`config.mk`:
```
export PLATFORM = sky130hd
export DESIGN_NAME = seq_signed_divider
export DESIGN_NICKNAME = d
export VERILOG_FILES = /design/src/rtl/seq_signed_divider.sv
export SDC_FILE = /design/constraint.sdc
export NUM_CORES = 1
export LEC_CHECK = 0
export CORE_MARGIN = 1.5
export CORE_UTILIZATION = 50
export DETAILED_ROUTE_END_ITERATION = 10
export PLACE_DENSITY = 0.68
export SYNTH_ARGS = -nofsm -noshare
export SYNTH_HDL_FRONTEND = slang
export SYNTH_SLANG_ARGS = --single-unit
```
`constraint.sdc`:
```
create_clock -name clk -period 2.6 [get_ports clk]
set_input_delay 0.52 -clock clk [delete_from_list [all_inputs] [get_ports clk]]
set_output_delay 0.52 -clock clk [all_outputs]
set_load 0.03 [all_outputs]
```
`src/rtl/seq_signed_divider.sv`:
```
// Sequential signed divider: radix-2 restoring division on operand magnitudes, one quotient bit per clock.
// Optional DIV_OVF_FLAG_EN adds an ovf output for divide-by-zero and most-negative / -1.
module seq_signed_divider #(
  parameter int n = 10
) (
  input  logic         clk,
  input  logic         rst_n,
  input  logic         start,
  input  logic [n-1:0] dividend,
  input  logic [n-1:0] divisor,
  output logic         busy,
  output logic         done,
  output logic [n-1:0] quotient,
  output logic [n-1:0] remainder
`ifdef DIV_OVF_FLAG_EN
  ,
  output logic         ovf
`endif
);

  localparam int CW = (n > 1) ? $clog2(n) : 1;

  typedef enum logic [1:0] {IDLE, CALC, SIGN} state_t;

  state_t        state;
  logic [CW-1:0] cnt;
  logic [n-1:0]  qsh;    // dividend magnitude shifts out the top, quotient bits shift in the bottom
  logic [n-1:0]  prem;   // partial remainder, always < |divisor| <= 2^(n-1)
  logic [n:0]    dmag;   // |divisor|, one extra bit so -2^(n-1) is exact
  logic [n-1:0]  a_q;
  logic          sa, sq;
`ifdef DIV_OVF_FLAG_EN
  localparam logic [n-1:0] MINV = {1'b1, {(n-1){1'b0}}};
  logic          sb;
`endif

  logic [n-1:0] amag;
  logic [n:0]   vmag;
  logic [n:0]   rsh;
  logic [n-1:0] rdiff;
  logic         ge;

  always_comb begin
    amag  = dividend[n-1] ? (~dividend + 1'b1) : dividend;
    vmag  = divisor[n-1] ? (~{1'b1, divisor} + 1'b1) : {1'b0, divisor};
    rsh   = {prem, qsh[n-1]};
    ge    = (rsh >= dmag);
    // true difference is below 2^(n-1), so the low n bits are exact
    rdiff = rsh[n-1:0] - dmag[n-1:0];
  end

  always_ff @(posedge clk or negedge rst_n) begin
    if (!rst_n) begin
      state     <= IDLE;
      cnt       <= '0;
      qsh       <= '0;
      prem      <= '0;
      dmag      <= '0;
      a_q       <= '0;
      sa        <= 1'b0;
      sq        <= 1'b0;
      busy      <= 1'b0;
      done      <= 1'b0;
      quotient  <= '0;
      remainder <= '0;
`ifdef DIV_OVF_FLAG_EN
      sb        <= 1'b0;
      ovf       <= 1'b0;
`endif
    end else begin
      case (state)
        IDLE: begin
          done <= 1'b0;
          if (start) begin
            a_q   <= dividend;
            sa    <= dividend[n-1];
            sq    <= dividend[n-1] ^ divisor[n-1];
            qsh   <= amag;
            dmag  <= vmag;
            prem  <= '0;
            cnt   <= CW'(n-1);
            busy  <= 1'b1;
            state <= CALC;
`ifdef DIV_OVF_FLAG_EN
            sb    <= divisor[n-1];
            ovf   <= 1'b0;
`endif
          end
        end
        CALC: begin
          prem <= ge ? rdiff : rsh[n-1:0];
          qsh  <= {qsh[n-2:0], ge};
          if (cnt == '0) state <= SIGN;
          else           cnt   <= cnt - 1'b1;
        end
        SIGN: begin
          // divide-by-zero runs the full CALC schedule and is overridden here
          if (dmag == '0) begin
            quotient  <= '1;
            remainder <= a_q;
          end else begin
            quotient  <= sq ? (~qsh + 1'b1) : qsh;
            remainder <= sa ? (~prem + 1'b1) : prem;
          end
`ifdef DIV_OVF_FLAG_EN
          ovf   <= (dmag == '0) || (a_q == MINV && sb && dmag == {{n{1'b0}}, 1'b1});
`endif
          done  <= 1'b1;
          busy  <= 1'b0;
          state <= IDLE;
        end
        default: state <= IDLE;
      endcase
    end
  end

endmodule
```
Yosys cells after proc, flatten, opt, wreduce, memory -nomap -nowiden
Cells that the tools add are included.
- latch bits: 0
- bits of input ports: 23
- logic and storage cells: 59
- memory bits (read-only): 0
- flip-flop bits (word level): 71
- memory bits (writable): 0
- memories kept: 0
- output and inout bits: 22
- $mul: 0
- reduce and logical (&&, ||, !) cells: 10
- div/mod/pow operators: 0
- shift operators: 0
- $lt $le $gt $ge: 1
- add/sub/neg operators: 6
- multiplexer cells: 20
- bitwise gates (word level): 5
- equal/unequal tests: 5
- operators with widths (operator ; count):
    $mux 10 ; 8
    $pmux 10 s2 ; 2
    $add 10x1->10 const B ; 3
    $not 10->10 ; 3
    $add 11x1->11 const B ; 1
    $ge 11x11->1 ; 1
    $logic_not 11->1 ; 1
    $mux 11 ; 1
    $not 11->11 ; 1
    $sub 10x10->10 ; 1
    $mux 4 ; 2
    $pmux 4 s2 ; 1
    $reduce_and 2->1 ; 4
    $ne 2x2->1 const B ; 3
    $logic_not 4->1 ; 1
    $mux 2 ; 2
    $pmux 1 s2 ; 2
    $pmux 2 s2 ; 1
    $reduce_bool 2->1 ; 2
    $sub 4x1->4 const B ; 1
    $reduce_and 3->1 ; 1
    $eq 2x1->1 const B ; 1
    $eq 2x2->1 const B ; 1
    $logic_not 2->1 ; 1
    2 further kinds ; 2

Longest topological paths before layout
- depth in word-level cells: 5
- gate-level depth with buffers: 9
- mapped depth without buffers: 9

Least setup slack after synthesis
No wires, ideal clock.
- kind: register to register
- from: register prem[7]
- to: register qsh[0]
- required time: 2.474 ns
- setup time: 0.126 ns
- path buffers: 1
- slack: 0.354 ns
- arrival time: 2.120 ns
- cell stages (with the launch flop): 8
- period minus slack after synthesis: 2.246 ns
- cells stage by stage: dfrtp_1 -> ha_1 -> a21o_1 -> a211o_1 -> o22a_1 -> o21bai_1 -> buf_2 -> a221o_1
- word-level cells in the longest chain between the ends: 2
- RTL lines (what ; line ; text):
    start: declaration ; 28 ; logic [n-1:0] prem;
    start signal: assignment ; 91 ; prem <= ge ? rdiff : rsh[n-1:0];
    $ge 11x11->1 ; 47 ; ge = (rsh >= dmag);
    $pmux 10 s2 ; 71 ; case (state)
    end signal: assignment ; 78 ; qsh <= amag;
    end signal: assignment ; 92 ; qsh <= {qsh[n-2:0], ge};
    end: declaration ; 27 ; logic [n-1:0] qsh;
Every way passes these cells.
A chain may end at the register's enable or synchronous reset.

Worst setup path in the final report
- from: register dmag[8]
- to: register prem[2]
- word-level cells in the longest chain between the ends: 3
- RTL lines (what ; line ; text):
    start: declaration ; 29 ; logic [n:0] dmag;
    start signal: assignment ; 79 ; dmag <= vmag;
    $ge 11x11->1 ; 47 ;
    $mux 10 ; 91 ;
    $pmux 10 s2 ; 71 ;
Every way passes these cells.

==> impl_metrics.env <==
export IMPL_syn_cell_area_um2=4060
export IMPL_critical_path_max_stage_delay_ps=370
export IMPL_start_kind="register"
export IMPL_final_util=0.635
export IMPL_required_ps=2810
export IMPL_rows=32
export IMPL_outcome="finished, final reports clean"
export IMPL_async_flop_share=1.00
export IMPL_wl_mm=9.49
export IMPL_drive_gt1_frac=0.0856
export IMPL_antenna_cells=0
export IMPL_first_pass_iters=5
export IMPL_crit_start="dmag[8]$_DFFE_PN0P_"
export IMPL_worstPathCellList="inv_1, ha_1, a21o_1, a211o_1, o22a_1, o21bai_2, buf_4, mux2i_1, o21ai_0"
export IMPL_clock_sinks=70
export IMPL_die_h_um=93.1
export IMPL_place_gp_congestion=0.832
export IMPL_yosys_area_top_type_share=0.431
export IMPL_finClkSkew_ps=8.02
export IMPL_numPortBuffers=44
export IMPL_cts_buffers=9
export IMPL_endpoint_kind="register"
export IMPL_rr_startpoint="dmag[8]$_DFFE_PN0P_"
export IMPL_grt_pass1_wl_mm=16.1
export IMPL_ys_flop_type="dfrtp_1"
export IMPL_die_area_um2=8670
export IMPL_r2r_cells=9
export IMPL_finalSetupViolations=0
export IMPL_yosysTopAreaCell="dfrtp_1"
export IMPL_cts_root_buf="clkbuf_8"
export IMPL_grt_antenna_before_repair=0
export IMPL_final_nets=561
export IMPL_maxSlewViolCount=0
export IMPL_crit_path_end="prem[2]$_DFFE_PN0P_"
export IMPL_vias_per_cell=5.47
export IMPL_areaGrowthSynthToFinish_pct=22.2
export IMPL_relSlewSlack=0.490
export IMPL_synth_commonest_cells="nand2_1, dfrtp_1, o21ai_0"
export IMPL_syn_area_per_cell_um2=8.69
export IMPL_synth_edf_count=0
export IMPL_synth_fp_nets=507
export IMPL_hold_violations=0
export IMPL_io_pins=45
export IMPL_initial_core_util=0.520
export IMPL_worstSetupPathType="reg -> reg"
export IMPL_dp_hpwl_mm=7.19
export IMPL_yosys_warnings=0
export IMPL_crit_path_top_delay_cell="dfrtp_1"
export IMPL_synth_seq_area_share=0.431
export IMPL_clk_latency_ps=340
export IMPL_die_x_um=93.1
export IMPL_fmax_mhz=421
export IMPL_grt_max_degree=71
export IMPL_ant_nets=0
export IMPL_rrSetupSlack_ps=230
export IMPL_tightest_slew_ps=765
export IMPL_ir_drop_uv=643
export IMPL_leakagePower_nw=2.25
export IMPL_ys_seq_elements=70
export IMPL_ctsLongestPathBuffers=2
export IMPL_crit_fanout=7
export IMPL_powerDensity_nw_per_um2=1400
export IMPL_cp_arrival_ps=2580
export IMPL_postCtsSetupBuffers=0
export IMPL_fin_setup_tns_ps=0
export IMPL_gr_total_overflow=0
export IMPL_first_global_vias=3337
export IMPL_drc=0
export IMPL_track_usage=0.241
export IMPL_period_needed_ps=2370
export IMPL_post_drt_wl_per_cell_um=15.1
export IMPL_detail_route_iter0_violations=180
export IMPL_synth_area_leaders="dfrtp_1, o21ai_0, nand2_1"
export IMPL_rsz0062_at_grt="no"
export IMPL_hold_path_class="in -> async"
export IMPL_cts_tree="built"
export IMPL_fin_crit_sh=0.913
export IMPL_route_vias_total=3435
export IMPL_htree_levels=3
export IMPL_ys_types=45
export IMPL_clkSlewWorstSetupHoldPaths_ps=80
export IMPL_core_area_um2=7810
export IMPL_syn_inst=467
export IMPL_reg2reg_to="prem[2]$_DFFE_PN0P_"
export IMPL_maxCapViolations=0
export IMPL_yosysMostFrequentCell="nand2_1"
==> layout make-up <==
class	count	area, um^2
Sequential cell	70	1750
Clock buffer	11	141
Inverter	24	90.1
Timing Repair Buffer	65	606
Multi-Input combinational cell	351	2140
Fill cell	714	2850
Clock inverter	5	106
Tap cell	102	128
==> stage by stage <==
stage	hold WS (ps)	cell area (um^2)	setup WS, ps	power, mW	std cells
detailed placement	467	4710	154	5.87	612
floorplan	224	4060	354	4.67	467
global route	222	4960	125	7.56	628
global placement	462	4710	201	5.77	612
finish	169	4960	227	6.95	628
CTS	194	4960	171	6.96	628
==> layout by cell type, fill, tap and decap left out, types with 3 or more instances in the layout <==
cell / instances
clkbuf_8: 10
o21a_1: 4
nand2_1: 79
nand3_1: 17
mux2i_1: 12
buf_4: 20
a31oi_1: 4
nand2b_1: 5
or4_1: 3
a21oi_1: 15
nor4_1: 6
xor2_1: 17
nor2_1: 32
o21ai_0: 63
a21o_1: 4
bufinv_16: 3
inv_1: 24
nor2b_1: 5
clkdlybuf4s50_1: 43
ha_1: 16
a22oi_1: 6
o31ai_1: 6
dfrtp_1: 70
nor3_1: 6
xnor2_1: 20
==> registers in the layout, summed over array words and instances (netlist names) <==
register   flops
dmag          11
a_q           10
prem          10
qsh           10
quotient      10
remainder     10
cnt            4
state          2
busy           1
done           1
sq             1
==> report_power, final <==
group / internal [mW] / total [mW] / switching [mW]
registers: 1.58 / 2.03 / 0.450
logic: 1.73 / 3.84 / 2.11
clock network: 0.666 / 1.08 / 0.417
==> worst max-delay path: cells and delay by family, from the launching register on <==
family / cells / cell delay (ps)
compound gates: 5 / 1090
flops: 1 / 370
fa+ha+maj: 1 / 360
buf+inv: 2 / 280
mux: 1 / 140
==> timing repair <==
item,CTS,global route
hold endpoints to repair,0,0
resized for setup,0,1
endpoints found under the setup margin,0,3
hold buffers,0,0
==> worst min-delay path by stage <==
stage | startpoint | endpoint | slack, ps | cells after the start
after floorplan | rst_n | a_q[0]$_DFFE_PN0P_ | 220 | 0
after global placement | remainder[1]$_DFFE_PN0P_ | remainder[1]$_DFFE_PN0P_ | 460 | 2
after detailed placement | a_q[5]$_DFFE_PN0P_ | a_q[5]$_DFFE_PN0P_ | 470 | 2
after CTS | rst_n | remainder[2]$_DFFE_PN0P_ | 190 | 2
after global routing | rst_n | remainder[2]$_DFFE_PN0P_ | 220 | 2
final | rst_n | remainder[2]$_DFFE_PN0P_ | 170 | 2
==> cells by family (layout without fill, tap and decap cells) <==
| logic type | after synthesis | in the layout | share of synthesized area |
|---|---|---|---|
| mux | 14 | 14 | 0.0351 |
| xor+xnor | 37 | 37 | 0.0798 |
| flops | 70 | 70 | 0.431 |
| fa+ha+maj | 17 | 17 | 0.0542 |
| compound gates | 120 | 120 | 0.178 |
| buf+inv | 46 | 105 | 0.0428 |
| simple gates | 163 | 163 | 0.178 |
==> routing by layer <==
layer	wire length, um	track usage	share of wire
met2	4590	0.392	0.48
met1	4340	0.318	0.46
met4	206	0.114	0.022
met3	360	0.0325	0.038
met5	0	0	0
Note: power is estimated with default switching activity, not from simulation.
